==> src/rtl/seq_alu.sv <==
// Sequential ALU: single-cycle ADD/SUB/PASSB, iterative shift-add MUL.
// Define MUL_EARLY_EXIT_EN to end MUL once the remaining multiplier is zero.
module seq_alu #(
  parameter int WORD_SIZE = 24,
  parameter int CNT_W     = 5
) (
  input  logic                 clk,
  input  logic                 rst,
  input  logic                 start,
  input  logic [1:0]           op,
  input  logic [WORD_SIZE-1:0] a,
  input  logic [WORD_SIZE-1:0] b,
  output logic [WORD_SIZE-1:0] alu_out,
  output logic                 done,
  output logic                 busy,
  output logic                 zero_flag,
  output logic                 carry_flag
);

  localparam int PW = 2 * WORD_SIZE;
  localparam logic [CNT_W-1:0] LAST = CNT_W'(WORD_SIZE - 1);

  typedef enum logic {
    S_IDLE,
    S_MUL
  } state_t;

  state_t               state_q, state_d;
  logic [PW-1:0]        mcand_q, mcand_d;
  logic [WORD_SIZE-1:0] mplier_q, mplier_d;
  logic [PW-1:0]        acc_q, acc_d;
  logic [CNT_W-1:0]     count_q, count_d;
  logic [WORD_SIZE-1:0] res_q, res_d;
  logic                 done_q, done_d;
  logic                 zero_q, zero_d;
  logic                 carry_q, carry_d;

  logic [WORD_SIZE:0]   sum;
  logic [WORD_SIZE:0]   diff;
  logic [PW-1:0]        acc_step;
  logic                 mul_last;
  logic [WORD_SIZE-1:0] res_n;
  logic                 cy_n;

  assign sum      = {1'b0, a} + {1'b0, b};
  // Top bit of the widened difference is the unsigned borrow (a < b).
  assign diff     = {1'b0, a} - {1'b0, b};
  assign acc_step = acc_q + (mplier_q[0] ? mcand_q : '0);

`ifdef MUL_EARLY_EXIT_EN
  assign mul_last = (count_q == LAST) ||
                    (mplier_q[WORD_SIZE-1:1] == '0);
`else
  assign mul_last = (count_q == LAST);
`endif

  always_comb begin
    state_d  = state_q;
    mcand_d  = mcand_q;
    mplier_d = mplier_q;
    acc_d    = acc_q;
    count_d  = count_q;
    res_d    = res_q;
    zero_d   = zero_q;
    carry_d  = carry_q;
    done_d   = 1'b0;
    res_n    = '0;
    cy_n     = 1'b0;
    unique case (state_q)
      S_IDLE: begin
        if (start) begin
          unique case (op)
            2'b00: begin
              res_n  = sum[WORD_SIZE-1:0];
              cy_n   = sum[WORD_SIZE];
              done_d = 1'b1;
            end
            2'b01: begin
              res_n  = diff[WORD_SIZE-1:0];
              cy_n   = diff[WORD_SIZE];
              done_d = 1'b1;
            end
            2'b10: begin
              mcand_d  = {{WORD_SIZE{1'b0}}, b};
              mplier_d = a;
              acc_d    = '0;
              count_d  = '0;
              state_d  = S_MUL;
            end
            default: begin
              res_n  = b;
              done_d = 1'b1;
            end
          endcase
        end
      end
      S_MUL: begin
        acc_d    = acc_step;
        mcand_d  = mcand_q << 1;
        mplier_d = mplier_q >> 1;
        count_d  = count_q + 1'b1;
        if (mul_last) begin
          res_n   = acc_step[WORD_SIZE-1:0];
          done_d  = 1'b1;
          state_d = S_IDLE;
        end
      end
      default: state_d = S_IDLE;
    endcase
    if (done_d) begin
      res_d   = res_n;
      zero_d  = (res_n == '0);
      carry_d = cy_n;
    end
  end

  always_ff @(posedge clk or negedge rst) begin
    if (!rst) begin
      state_q  <= S_IDLE;
      mcand_q  <= '0;
      mplier_q <= '0;
      acc_q    <= '0;
      count_q  <= '0;
      res_q    <= '0;
      done_q   <= 1'b0;
      zero_q   <= 1'b0;
      carry_q  <= 1'b0;
    end else begin
      state_q  <= state_d;
      mcand_q  <= mcand_d;
      mplier_q <= mplier_d;
      acc_q    <= acc_d;
      count_q  <= count_d;
      res_q    <= res_d;
      done_q   <= done_d;
      zero_q   <= zero_d;
      carry_q  <= carry_d;
    end
  end

  assign alu_out    = res_q;
  assign done       = done_q;
  assign busy       = (state_q == S_MUL);
  assign zero_flag  = zero_q;
  assign carry_flag = carry_q;

endmodule

==> config.mk <==
export PLATFORM = sky130hd
export DESIGN_NAME = seq_alu
export DESIGN_NICKNAME = d
export VERILOG_FILES = /design/src/rtl/seq_alu.sv
export SDC_FILE = /design/constraint.sdc
export NUM_CORES = 1
export LEC_CHECK = 0
export CORE_MARGIN = 2
export CORE_UTILIZATION = 64
export DETAILED_ROUTE_END_ITERATION = 6
export PLACE_DENSITY = 0.91
export RECOVER_POWER = 25
export SLEW_MARGIN = 20
export SYNTH_ARGS = -nofsm -noshare
export SYNTH_HDL_FRONTEND = slang
export SYNTH_SLANG_ARGS = --single-unit
==> constraint.sdc <==
create_clock -name clk -period 5.07 [get_ports clk]
set_input_delay 1.2675 -clock clk [delete_from_list [all_inputs] [get_ports clk]]
set_output_delay 1.2675 -clock clk [all_outputs]
set_load 0.02 [all_outputs]
After elaboration in Yosys (flattened, before gate mapping) --
Cells that the tools add are included.
Word-level totals: bits in registers 153, input bits 53, word-level logic and storage cells 50
Operators by class: add/sub/neg operators 4, equal/unequal tests 5, muxes and demuxes 28, bitwise operators 1, reductions and logical operators 3
Operator list (count):
- 48-bit two-way mux | 5
- 48-bit one-hot mux with 2 select lines | 2
- 24-bit two-way mux | 4
- 24-bit one-hot mux with 2 select lines | 2
- 24-bit one-hot mux with 3 select lines | 1
- 48-bit adder | 1
- 24-bit by 24-bit adder with 25-bit output | 1
- 24-bit by 24-bit subtractor with 25-bit output | 1
- 24-bit zero test | 1
- 5-bit two-way mux | 2
- 5-bit one-hot mux with 2 select lines | 1
- 1-bit two-way mux | 8
- 1-bit one-hot mux with 2 select lines | 3
- 5-bit by 1-bit adder with 5-bit output (second input constant) | 1
- 5-bit equality test (second input constant) | 1
- 2-bit by 1-bit equality test with 1-bit output (second input constant) | 1
- 2-bit equality test (second input constant) | 1
- 2-bit zero test | 1
- 2-bit by 1-bit != test with 1-bit output (second input constant) | 1
- 2-bit != test (second input constant) | 1
- 2-bit AND reduction | 1
- 1-bit NOT | 1

Longest topological paths before layout --
Gate-level depths: netlist of the first run.
word-level depth 5, depth in mapped cells 15

Worst setup path before layout of the first run --
OpenSTA, ideal clock, no wires.
kind input port to flip-flop, start in b[4], end reg zero_q, in the netlist zero_flag, setup time 68 ps, arrival 4124 ps, path slack 879 ps, cell stages on the path 13, path buffers 1, cells stage by stage inv_1 ha_1 buf_6 a21o_1 o41a_1 a211o_1 and2_0 a2bb2oi_1 a221o_1 a211o_1 or4_4 nor4_2 a32o_1
On the way: cells in the longest elaborated chain, start to end 5
Ends and longest elaborated chain:
- from (decl) | RTL line 12 | input logic [WORD_SIZE-1:0] b,
- 24-bit by 24-bit subtractor with 25-bit output or 24-bit by 24-bit adder with 25-bit output (tied branches) | RTL line 47, 45
- 24-bit one-hot mux with 3 select lines * | RTL line 72 | unique case (op)
- 24-bit two-way mux * | RTL line 71 | if (start) begin
- 24-bit one-hot mux with 2 select lines * | RTL line 69 | unique case (state_q)
- 24-bit zero test * | RTL line 112 | zero_d = (res_n == '0);
- to (signal assigned) | RTL line 136 | zero_q <= zero_d;
- to (decl) | RTL line 35 | logic zero_q, zero_d;
Every way passes the cells marked *; elsewhere a longest branch is shown, timed or not. A chain may end at the register's enable or synchronous reset.

Final worst setup path of the first run --
start in b[7], end reg zero_q, in the netlist zero_flag
Same word-level chain as after synthesis.

==> key figures, run 1 <==
Clock tree
  – CTS root buf: clkbuf_16
  – Post-CTS Setup Bufs: 0
  – Post-cts hold buffer count: 0
  – Clk slew on worst S/H paths: 0.08 ns
  – Total CTS buffers: 9
  – Longest Clk Path Bufs: 2
  – TritonCTS clock tree: yes
  – Clock latency on the worst-skew pair: 0.36 ns
  – CTS resizes: 0
  – H-Tree Depth: 3
  – Clock Sinks: 105

Synthesis
  – EDFF count, synth: 0
  – Most used flip-flop cell after synthesis: dfrtp_1
  – Yosys warnings: 0
  – Synthesized Nets: 1236
  – Post-synthesis sequential area ratio: 30.2%
  – Distinct cells, synth: 71
  – Synth top area share: 30.2%
  – Synth Instances: 1108
  – Syn_area_per_cell: 7.84 µm²
  – Dominant cell type by area after synthesis: dfrtp_1
  – Top cells by area, synth: dfrtp_1, ha_1, nand2_1
  – #FFs+latches synth: 105
  – Mapped Area: 0.00869 mm²
  – Synth async-reset ratio: 100%

Global route
  – Initial antenna violation count: 0
  – Pin count of the biggest net entering global routing: 92
  – GRT overflow: 0
  – Total Routing Usage GR: 38.8%
  – Vias in the first global route: 8611
  – First-pass GRT wire length: 44.1 mm

STA
  – Final slew viol count: 56
  – Endpoints failing setup: 0
  – Post-layout min period: 4.80 ns
  – RSZ-0062 raised after global routing: false
  – Hold Fails Final Rpt: 0
  – Fin crit share: 94.6%
  – Max Clock Skew: 0.0101 ns
  – Worst slew pin tran: 3.13 ns
  – Slew margin rel.: -109%
  – Maximum clock rate: 208 MHz

Routing
  – ANT nets after route: 0
  – DR WL/cell: 20.2 µm
  – Residual DRC: 0
  – Routed vias/inst: 6.49
  – WL met2: 13.2 mm
  – Metal-1 WL: 10.9 mm
  – Drt pass-1 iters: 6
  – WL met3: 2.03 mm
  – Highest metal used: met4
  – Total Routed Length: 27.6 mm
  – Detailed-route via count: 8890
  – Starting DRT DRC Count: 1120

Worst setup path
  – Kind of end point of the critical path: flip-flop
  – CP Max Fanout: 5
  – Crit path launch type: input pin
  – WP data required: 5.32 ns
  – Reg2Reg Setup Slack: 0.70 ns
  – Setup CP Type: in2reg
  – Worst Path Arrival: 5.05 ns

Final layout
  – Final Core Density: 76.8%
  – Commonest non-fill, non-tap cell in the layout: nand2_1
  – Syn-to-layout area delta: 17.1%
  – Most frequent cells in the layout: nand2_1, nor2_1, o21ai_0, dfrtp_1, a21oi_1
  – Nets: 1317
  – Seq. cell area: 0.00263 mm²
  – Fill cell count: 1004
  – Area of the multi-input gates: 0.00562 mm²
  – Layout cells sized above 1: 6.62%
  – Post-route cell area: 0.0102 mm²
  – N_diodes: 0

Run status
  – Status: finished with violations
  – Failing checks: max-capacitance violations, max-slew violations

Floorplan
  – Top Ports: 81
  – Initial Util: 65.6%
  – Die Span X: 121 µm
  – Die Y: 121 µm
  – Core ar.: 0.0132 mm²
  – Die area: 0.0145 mm²
  – # rows: 42

Place
  – Port bufs: 80
  – Detailed placement HPWL: 20.7 mm
  – Post-DP Area: 0.00985 mm²
  – Placer's final routability congestion estimate: 0.980

Power
  – Lkg Pwr: 4.78 nW
  – Maximum vdd ir drop: 263 µV
  – Pwr per Cell Area: 410 mW/mm²

Job
  – MaxCap Viol Count: 1

Min path
  – Worst hold path type: reg2reg
metal layers:
metal	track usage [%]	up-vias
met5	0	-
met3	5.52	108
met1	48.2	4204
met2	65.8	499
li1	-	4079
met4	20.0	0
final timing paths:
kind | startpoint | endpoint | cells after the start
setup / recovery | b[7] | zero_flag | 15
hold / removal | alu_out[4] | alu_out[4] | 1
setup reg to reg | mplier_q[0] | zero_flag | 16
hold reg to reg | alu_out[4] | alu_out[4] | 1
max in group asynchronous | rst | busy | 2
min in group asynchronous | rst | mplier_q[19] | 1
Yosys cell counts (3+ instances only):
master / n
a211o_1: 4
a211oi_1: 8
a21o_1: 16
a21oi_1: 89
a221o_1: 6
a221oi_1: 9
a222oi_1: 6
a22o_1: 4
a22oi_1: 5
a2bb2oi_1: 6
a31oi_1: 16
and2_1: 24
and3_1: 5
buf_1: 6
buf_2: 12
clkbuf_1: 41
dfrtp_1: 105
fa_1: 3
ha_1: 72
inv_1: 51
mux2i_1: 25
nand2_1: 162
nand2b_1: 11
nand3_1: 18
nand4_1: 3
nor2_1: 116
nor2b_1: 12
nor3_1: 17
nor3b_1: 3
nor4_1: 8
o2111ai_1: 3
o211ai_1: 3
o21a_1: 8
o21ai_0: 104
o21bai_1: 14
o22ai_1: 8
o31ai_1: 9
or2_2: 4
or3_1: 6
xnor2_1: 29
xor2_1: 20
logic make-up (layout without fill, tap and decap cells):
logic type	Yosys count	after routing	synth area share [%]
fa+ha+maj	75	75	11.1
compound gates	340	340	24.9
buf+inv	114	200	5.23
flops	105	105	30.2
mux	25	25	2.88
simple gates	400	400	20.7
xor+xnor	49	49	4.94
registers in the layout (all words and copies together), names as in the netlist:
register    cells
acc_q          24
alu_out        24
busy            1
carry_flag      1
count_q         5
done            1
mcand_q        24
mplier_q       24
zero_flag       1
where the power goes:
| part | total (W) | internal (W) | switching [W] |
|---|---|---|---|
| logic | 0.00193 | 0.000791 | 0.00113 |
| registers | 0.00146 | 0.00117 | 0.000295 |
| clock network | 0.000788 | 0.000441 | 0.000347 |
| total | 0.00418 | 0.00240 | 0.00178 |
critical path, cell delays in order:
cell and delay (ns):
clkdlybuf4s50_1 0.48, inv_1 0.07, ha_1 0.34, nor2b_1 0.22, a211oi_1 0.08, or3_1 0.33, a31oi_1 0.39, a21oi_1 0.17
a221oi_1 0.41, nor2b_1 0.21, xnor2_1 0.08, a2111oi_0 0.51, buf_4 0.20, nor4_1 0.04, a32o_1 0.25
area by class of cell:
cell class                 instances  area share, %
clock buffer                      10           2.25
sequential                       105           25.9
inverter                          53           1.96
timing repair buffer             131           11.5
clock inverter                     6          0.996
multi-input combinational        889           55.2
tap                              176           2.16
through the flow:
step	setup WS [ns]	instances	hold WS, ns	power, W	setup TNS [ns]
2_1_floorplan	0.879	1108	0.452	0.00263	0
3_3_place_gp	0.126	1354	0.456	0.00327	0
3_5_place_dp	-0.00559	1354	0.462	0.00335	-0.00559
4_1_cts	0.361	1370	0.486	0.00415	0
5_1_grt	0.0885	1370	0.502	0.00442	0
6_report	0.272	1370	0.480	0.00418	0
Note: power is estimated with default switching activity, not from simulation.
==> run 2, diff against run 1 <==
--- a/config.mk
+++ b/config.mk
@@ -5,7 +5,6 @@
 export SDC_FILE = /design/constraint.sdc
 export NUM_CORES = 1
 export LEC_CHECK = 0
-export CORE_MARGIN = 2
 export CORE_UTILIZATION = 64
 export DETAILED_ROUTE_END_ITERATION = 6
 export PLACE_DENSITY = 0.91
==> run 2 against run 1 <==
Against the previous run:
- the run still ends with max-capacitance violations, max-slew violations left
- routed wire length decreased by 2.5%
- critical path depth stayed put
- register-to-register slack worse by 0.05 ns
- utilization down 0.69 points
- worst hold slack hardly changed
- non-clock buffer count fell by 11
- power down 1.2%
- sequential power hardly changed
==> key figures, run 2 (same netlist as run 1, synthesis figures left out) <==
Run status
  – Status: finished with violations (unchanged)
  – Failing checks: max-capacitance violations, max-slew violations (unchanged)

Routing
  – Drt pass-1 iters: 6 (unchanged)
  – ANT nets after route: 0 (unchanged)
  – DR WL/cell: 19.8 µm (was 20.2 µm)
  – Detailed-route via count: 8760 (was 8890)
  – Routed vias/inst: 6.45 (was 6.49)
  – Residual DRC: 0 (unchanged)
  – Starting DRT DRC Count: 1149 (was 1120)
  – Total Routed Length: 26.9 mm (was 27.6 mm)

Final layout
  – N_diodes: 0 (unchanged)
  – Commonest non-fill, non-tap cell in the layout: nand2_1 (unchanged)
  – Nets: 1306 (was 1317)
  – Final Core Density: 76.1% (was 76.8%)
  – Most frequent cells in the layout: nand2_1, nor2_1, o21ai_0, dfrtp_1, a21oi_1 (unchanged)
  – Layout cells sized above 1: 5.83% (was 6.62%)
  – Syn-to-layout area delta: 16.0% (was 17.1%)
  – Fill cell count: 1057 (was 1004)

Floorplan
  – Die area: 0.0140 mm² (was 0.0145 mm²)
  – Top Ports: 81 (unchanged)
  – # rows: 42 (unchanged)
  – Die Span X: 119 µm (was 121 µm)
  – Die Y: 119 µm (was 121 µm)
  – Core ar.: 0.0132 mm² (unchanged)
  – Initial Util: 65.6% (unchanged)

Clock tree
  – Total CTS buffers: 9 (unchanged)
  – H-Tree Depth: 3 (unchanged)
  – Clk slew on worst S/H paths: 0.07 ns (was 0.08 ns)
  – TritonCTS clock tree: yes (unchanged)
  – CTS root buf: clkbuf_16 (unchanged)
  – Longest Clk Path Bufs: 2 (unchanged)
  – Clock Sinks: 105 (unchanged)
  – Post-cts hold buffer count: 0 (unchanged)
  – Clock latency on the worst-skew pair: 0.37 ns (was 0.36 ns)

Power
  – Maximum vdd ir drop: 251 µV (was 263 µV)
  – Lkg Pwr: 4.72 nW (was 4.78 nW)
  – Pwr per Cell Area: 409 mW/mm² (was 410 mW/mm²)

Worst setup path
  – CP Cell Sequence: clkdlybuf4s50_1, inv_1, ha_1, or3_1, nor4_1, a2bb2oi_1, o21ai_0, buf_4, o211ai_1, a21o_1, a21oi_1, a211oi_1, nand4_1, nor4_2, a32o_1 (was clkdlybuf4s50_1, inv_1, ha_1, nor2b_1, a211oi_1, or3_1, a31oi_1, a21oi_1, a221oi_1, nor2b_1, xnor2_1, a2111oi_0, buf_4, nor4_1, a32o_1)
  – Reg-to-Reg Start: mplier_q[0] (unchanged)
  – Buf+Inv Stages, Crit Path: 3 (unchanged)
  – Slowest stage delay, CP: 0.53 ns (was 0.51 ns)
  – CP Max Fanout: 5 (unchanged)
  – Worst Path Arrival: 5.11 ns (was 5.05 ns)
  – Crit path launch type: input pin (unchanged)
  – Kind of cell adding the most delay to the critical path: compound AO/OA/AOI/OAI gates (unchanged)
  – Kind of end point of the critical path: flip-flop (unchanged)
  – Setup CP Type: in2reg (unchanged)
  – CP max stage cell: clkdlybuf4s50_1 (was a2111oi_0)
  – Start point of the critical path: b[7] (unchanged)
  – WP data required: 5.37 ns (was 5.32 ns)

STA
  – Max Clock Skew: 0.00962 ns (was 0.0101 ns)
  – Post-layout min period: 4.81 ns (was 4.80 ns)
  – Worst slew pin tran: 2.89 ns (was 3.13 ns)
  – Setup TNS: 0 ns (unchanged)
  – Hold Fails Final Rpt: 0 (unchanged)
  – Maximum clock rate: 208 MHz (about the same)
  – Fin crit share: 94.9% (was 94.6%)
  – WHS: 0.480 ns (about the same)
  – RSZ-0062 raised after global routing: false (unchanged)
  – Final WS setup: 0.258 ns (was 0.272 ns)
  – Slew margin rel.: -92.7% (was -109%)
  – Final slew viol count: 50 (was 56)
  – Endpoints failing setup: 0 (unchanged)

Global route
  – First-pass GRT wire length: 43.2 mm (was 44.1 mm)
  – GRT overflow: 0 (unchanged)
  – Vias in the first global route: 8374 (was 8611)
  – Total Routing Usage GR: 39.5% (was 38.8%)
  – Initial antenna violation count: 0 (unchanged)
  – Pin count of the biggest net entering global routing: 104 (was 92)

Min path
  – Hold_sp: alu_out[7] (was alu_out[4])
  – Worst hold path type: reg2reg (unchanged)

Place
  – Port bufs: 80 (unchanged)
  – Pre-CTS WS: 0.0382 ns (was -0.00559 ns)
  – Detailed placement HPWL: 20.2 mm (was 20.7 mm)
  – Placer's final routability congestion estimate: 1.00 (was 0.980)

Job
  – MaxCap Viol Count: 1 (unchanged)
## run 2: changes by cell type in the layout (fill, tap and decap cells not counted)
cell / previous run / this run
clkbuf_8: 0 / 2
clkinv_8: 1 / 0
buf_4: 50 / 39
bufinv_16: 2 / 1
inv_8: 0 / 1
o311ai_1: 1 / 0
o311ai_2: 1 / 2
clkinv_4: 1 / 0
## run 2: through the flow
step	instance area, µm²	std cells	power, W
floorplan	8690	1108	0.00263
global placement	9770	1343	0.00326
detailed placement	9770	1343	0.00333
CTS	10100	1359	0.00409
global route	10100	1359	0.00437
finish	10100	1359	0.00412
## run 2: layer usage
metal | track usage, % | up-vias | wire length [µm] | part of all wire (%)
li1 | - | 4055 | - | -
met1 | 51.0 | 4135 | 10900 | 41
met3 | 4.63 | 92 | 1990 | 7.4
met2 | 64.1 | 478 | 12500 | 46
met4 | 23.2 | 0 | 1520 | 5.6
met5 | 0 | - | 0 | 0
## run 2: what timing repair did
action                                  CTS  global route
endpoints found under the setup margin    0             1
resized for setup                         0             1
setup buffers                             0             0
## run 2: worst min-delay path: cells and delay by family, from the launching register on
kind,cells,cell delay [ns]
DFF,1,0.35
and+or+nand+nor,2,0.10
## run 2: worst paths after layout
path                                end  slack (ns)  cells past startpoint
setup / recovery              zero_flag        0.26                     15
hold / removal               alu_out[7]        0.48                      2
setup reg to reg              zero_flag        0.65                     16
hold reg to reg              alu_out[7]        0.48                      2
max in group asynchronous          busy        1.22                      2
min in group asynchronous  mplier_q[19]        1.84                      1
## run 2: report_power, final
group | leakage, nW | switching, W | total (W) | internal [W]
registers | 1.35 | 0.000275 | 0.00144 | 0.00117
clock network | 0.151 | 0.000348 | 0.000764 | 0.000416
logic | 3.22 | 0.00113 | 0.00192 | 0.000785
## run 2: layout make-up
type | instances | area [µm²] | share of cell area (%)
clock inverters | 4 | 57.6 | 0.571
clock buffers | 12 | 256 | 2.54
well taps | 176 | 220 | 2.18
multi-input cells | 889 | 5620 | 55.8
inverters | 53 | 199 | 1.97
flip-flops and latches | 105 | 2630 | 26.1
repair buffers | 120 | 1090 | 10.8
==> run 3, diff against run 2 <==
--- a/config.mk
+++ b/config.mk
@@ -9,7 +9,7 @@
 export DETAILED_ROUTE_END_ITERATION = 6
 export PLACE_DENSITY = 0.91
 export RECOVER_POWER = 25
-export SLEW_MARGIN = 20
+export SLEW_MARGIN = 40
 export SYNTH_ARGS = -nofsm -noshare
 export SYNTH_HDL_FRONTEND = slang
 export SYNTH_SLANG_ARGS = --single-unit
==> constraint.sdc (replaced) <==
create_clock -name clk -period 5.9 [get_ports clk]
set_input_delay 1.475 -clock clk [delete_from_list [all_inputs] [get_ports clk]]
set_output_delay 1.475 -clock clk [all_outputs]
set_load 0.02 [all_outputs]
==> run 3 against run 2 <==
Against the previous run:
- the flow finishes with violations (design-rule violations, max-capacitance violations, max-slew violations)
- critical path depth down 1
- worst hold slack better by 0.010 ns
- non-clock buffer count decreased by 24
- first-iteration DRC count is 28% lower
- die area stayed put
- setup slack improved by 0.49 ns
- routed wire length is 0.96% lower
- utilization decreased by 1.5 points
- highest routed layer unchanged
==> key figures, run 3 (same netlist as run 1, synthesis figures left out) <==
Routing
  – Routed vias/inst: 6.44 (was 6.45)
  – Total Routed Length: 26.7 mm (was 26.9 mm)
  – DR WL/cell: 20.0 µm (was 19.8 µm)
  – Drt pass-1 iters: 7 (was 6)
  – ANT nets after route: 0 (unchanged)
  – Detailed-route via count: 8598 (was 8760)
  – Starting DRT DRC Count: 827 (was 1149)
  – Residual DRC: 4 (was 0)

Run status
  – Status: finished with violations (unchanged)
  – Failing checks: design-rule violations, max-capacitance violations, max-slew violations (was max-capacitance violations, max-slew violations)

Power
  – Lkg Pwr: 4.59 nW (was 4.72 nW)
  – Maximum vdd ir drop: 254 µV (was 251 µV)
  – Pwr per Cell Area: 352 mW/mm² (was 409 mW/mm²)

STA
  – Fin crit share: 87.4%
  – Hold Fails Final Rpt: 0 (unchanged)
  – Setup TNS: 0 ns (unchanged)
  – Endpoints failing setup: 0 (unchanged)
  – Worst slew pin tran: 3.55 ns (was 2.89 ns)
  – Final WS setup: 0.746 ns (was 0.258 ns)
  – Maximum clock rate: 194 MHz
  – Slew margin rel.: -137% (was -92.7%)
  – RSZ-0062 raised after global routing: false (unchanged)
  – Final slew viol count: 64 (was 50)
  – Max Clock Skew: 0.00994 ns (was 0.00962 ns)
  – Post-layout min period: 5.15 ns
  – WHS: 0.490 ns (was 0.480 ns)

Place
  – Pre-CTS WS: 0.466 ns (was 0.0382 ns)
  – Port bufs: 80 (unchanged)
  – Post-DP Area: 0.00959 mm² (was 0.00977 mm²)
  – Post-placement cell count: 1319 (was 1343)
  – Detailed placement HPWL: 19.8 mm (was 20.2 mm)
  – Placer's final routability congestion estimate: 0.992 (was 1.00)

Global route
  – Vias in the first global route: 8428 (was 8374)
  – First-pass GRT wire length: 43.1 mm (was 43.2 mm)
  – Total Routing Usage GR: 39.3% (was 39.5%)
  – GRT overflow: 0 (unchanged)
  – Pin count of the biggest net entering global routing: 75 (was 104)
  – Initial antenna violation count: 0 (unchanged)

Final layout
  – Syn-to-layout area delta: 13.7% (was 16.0%)
  – N_diodes: 0 (unchanged)
  – Layout cells sized above 1: 3.80% (was 5.83%)
  – Commonest non-fill, non-tap cell in the layout: nand2_1 (unchanged)
  – Post-route cell area: 0.00988 mm² (was 0.0101 mm²)
  – Non-filler instance count after layout: 1335 (was 1359)
  – Most frequent cells in the layout: nand2_1, nor2_1, o21ai_0, dfrtp_1, a21oi_1 (unchanged)
  – Fill cell count: 1058 (was 1057)
  – Nets: 1282 (was 1306)

Min path
  – Worst hold path type: reg2reg (unchanged)

Floorplan
  – Core ar.: 0.0132 mm² (unchanged)
  – Die Y: 119 µm (unchanged)
  – # rows: 42 (unchanged)
  – Top Ports: 81 (unchanged)
  – Die area: 0.0140 mm² (unchanged)
  – Initial Util: 65.6% (unchanged)
  – Die Span X: 119 µm (unchanged)

Clock tree
  – Longest Clk Path Bufs: 2 (unchanged)
  – TritonCTS clock tree: yes (unchanged)
  – Clock Sinks: 105 (unchanged)
  – CTS root buf: clkbuf_16 (unchanged)
  – Post-cts hold buffer count: 0 (unchanged)
  – Total CTS buffers: 9 (unchanged)
  – Clk slew on worst S/H paths: 0.08 ns (was 0.07 ns)
  – Post-CTS Setup Bufs: 0 (unchanged)
  – H-Tree Depth: 3 (unchanged)
  – CTS resizes: 0 (unchanged)
  – Clock latency on the worst-skew pair: 0.36 ns (was 0.37 ns)

Worst setup path
  – CP max stage cell: a2111oi_0 (was clkdlybuf4s50_1)
  – Slowest stage delay, CP: 0.56 ns (was 0.53 ns)
  – Worst Path Arrival: 5.41 ns (was 5.11 ns)
  – Kind of end point of the critical path: flip-flop (unchanged)
  – Worst path most repeated cell: nor2b_1
  – Crit path launch type: input pin (unchanged)
  – CP Max Fanout: 12 (was 5)
  – Kind of cell adding the most delay to the critical path: compound AO/OA/AOI/OAI gates (unchanged)
  – Setup CP Type: in2reg (unchanged)
  – CP Cell Sequence: clkdlybuf4s50_1, inv_1, ha_1, nor2b_1, a211oi_1, or3_1, a31oi_1, a21oi_1, a221oi_1, nor2b_1, xnor2_1, a2111oi_0, nor4_1, a32o_1 (was clkdlybuf4s50_1, inv_1, ha_1, or3_1, nor4_1, a2bb2oi_1, o21ai_0, buf_4, o211ai_1, a21o_1, a21oi_1, a211oi_1, nand4_1, nor4_2, a32o_1)
  – Buf+Inv Stages, Crit Path: 2 (was 3)
  – WP data required: 6.15 ns (was 5.37 ns)

Job
  – MaxCap Viol Count: 1 (unchanged)
run 3: power by group:
part	total [W]	leakage (nW)	switching [W]	internal, W
clock	0.000611	0.140	0.000305	0.000307
sequential	0.00126	1.35	0.000262	0.00100
combinational	0.00160	3.10	0.000947	0.000655
total	0.00348	4.59	0.00151	0.00196
run 3: final cells by class:
| cell class | instances | area, µm² | share of cell area [%] |
|---|---|---|---|
| flip-flops and latches | 105 | 2630 | 26.6 |
| repair buffers | 96 | 915 | 9.26 |
| clock inverters | 5 | 47.5 | 0.481 |
| clock buffers | 11 | 243 | 2.46 |
| inverters | 53 | 199 | 2.01 |
| well taps | 176 | 220 | 2.23 |
| multi-input cells | 889 | 5630 | 56.9 |
run 3: routing by layer:
layer	vias up	routed length, µm	share of wire, %	GRT usage (%)
li1	4010	-	-	-
met1	4067	10700	40	49.6
met2	412	12300	46	61.9
met3	109	1940	7.3	6.52
met4	0	1700	6.4	26.7
met5	-	0	0	0
run 3: final timing paths:
kind / from / to / slack, ns / cells past startpoint
hold / removal: alu_out[4] / alu_out[4] / 0.49 / 1
min in group asynchronous: rst / mplier_q[17] / 2.32 / 1
setup / recovery: b[7] / zero_flag / 0.75 / 14
setup reg to reg: mplier_q[0] / zero_flag / 1.39 / 15
max in group asynchronous: rst / busy / 1.08 / 1
hold reg to reg: alu_out[4] / alu_out[4] / 0.49 / 1
run 3: metrics by stage:
| step | power (W) | utilization, % |
|---|---|---|
| 2_1_floorplan | 0.00226 | - |
| 3_5_place_dp | 0.00284 | 72.4 |
| 6_report | 0.00348 | 74.6 |
| 4_1_cts | 0.00345 | 74.6 |
| 5_1_grt | 0.00370 | 74.6 |
| 3_3_place_gp | 0.00278 | 72.4 |
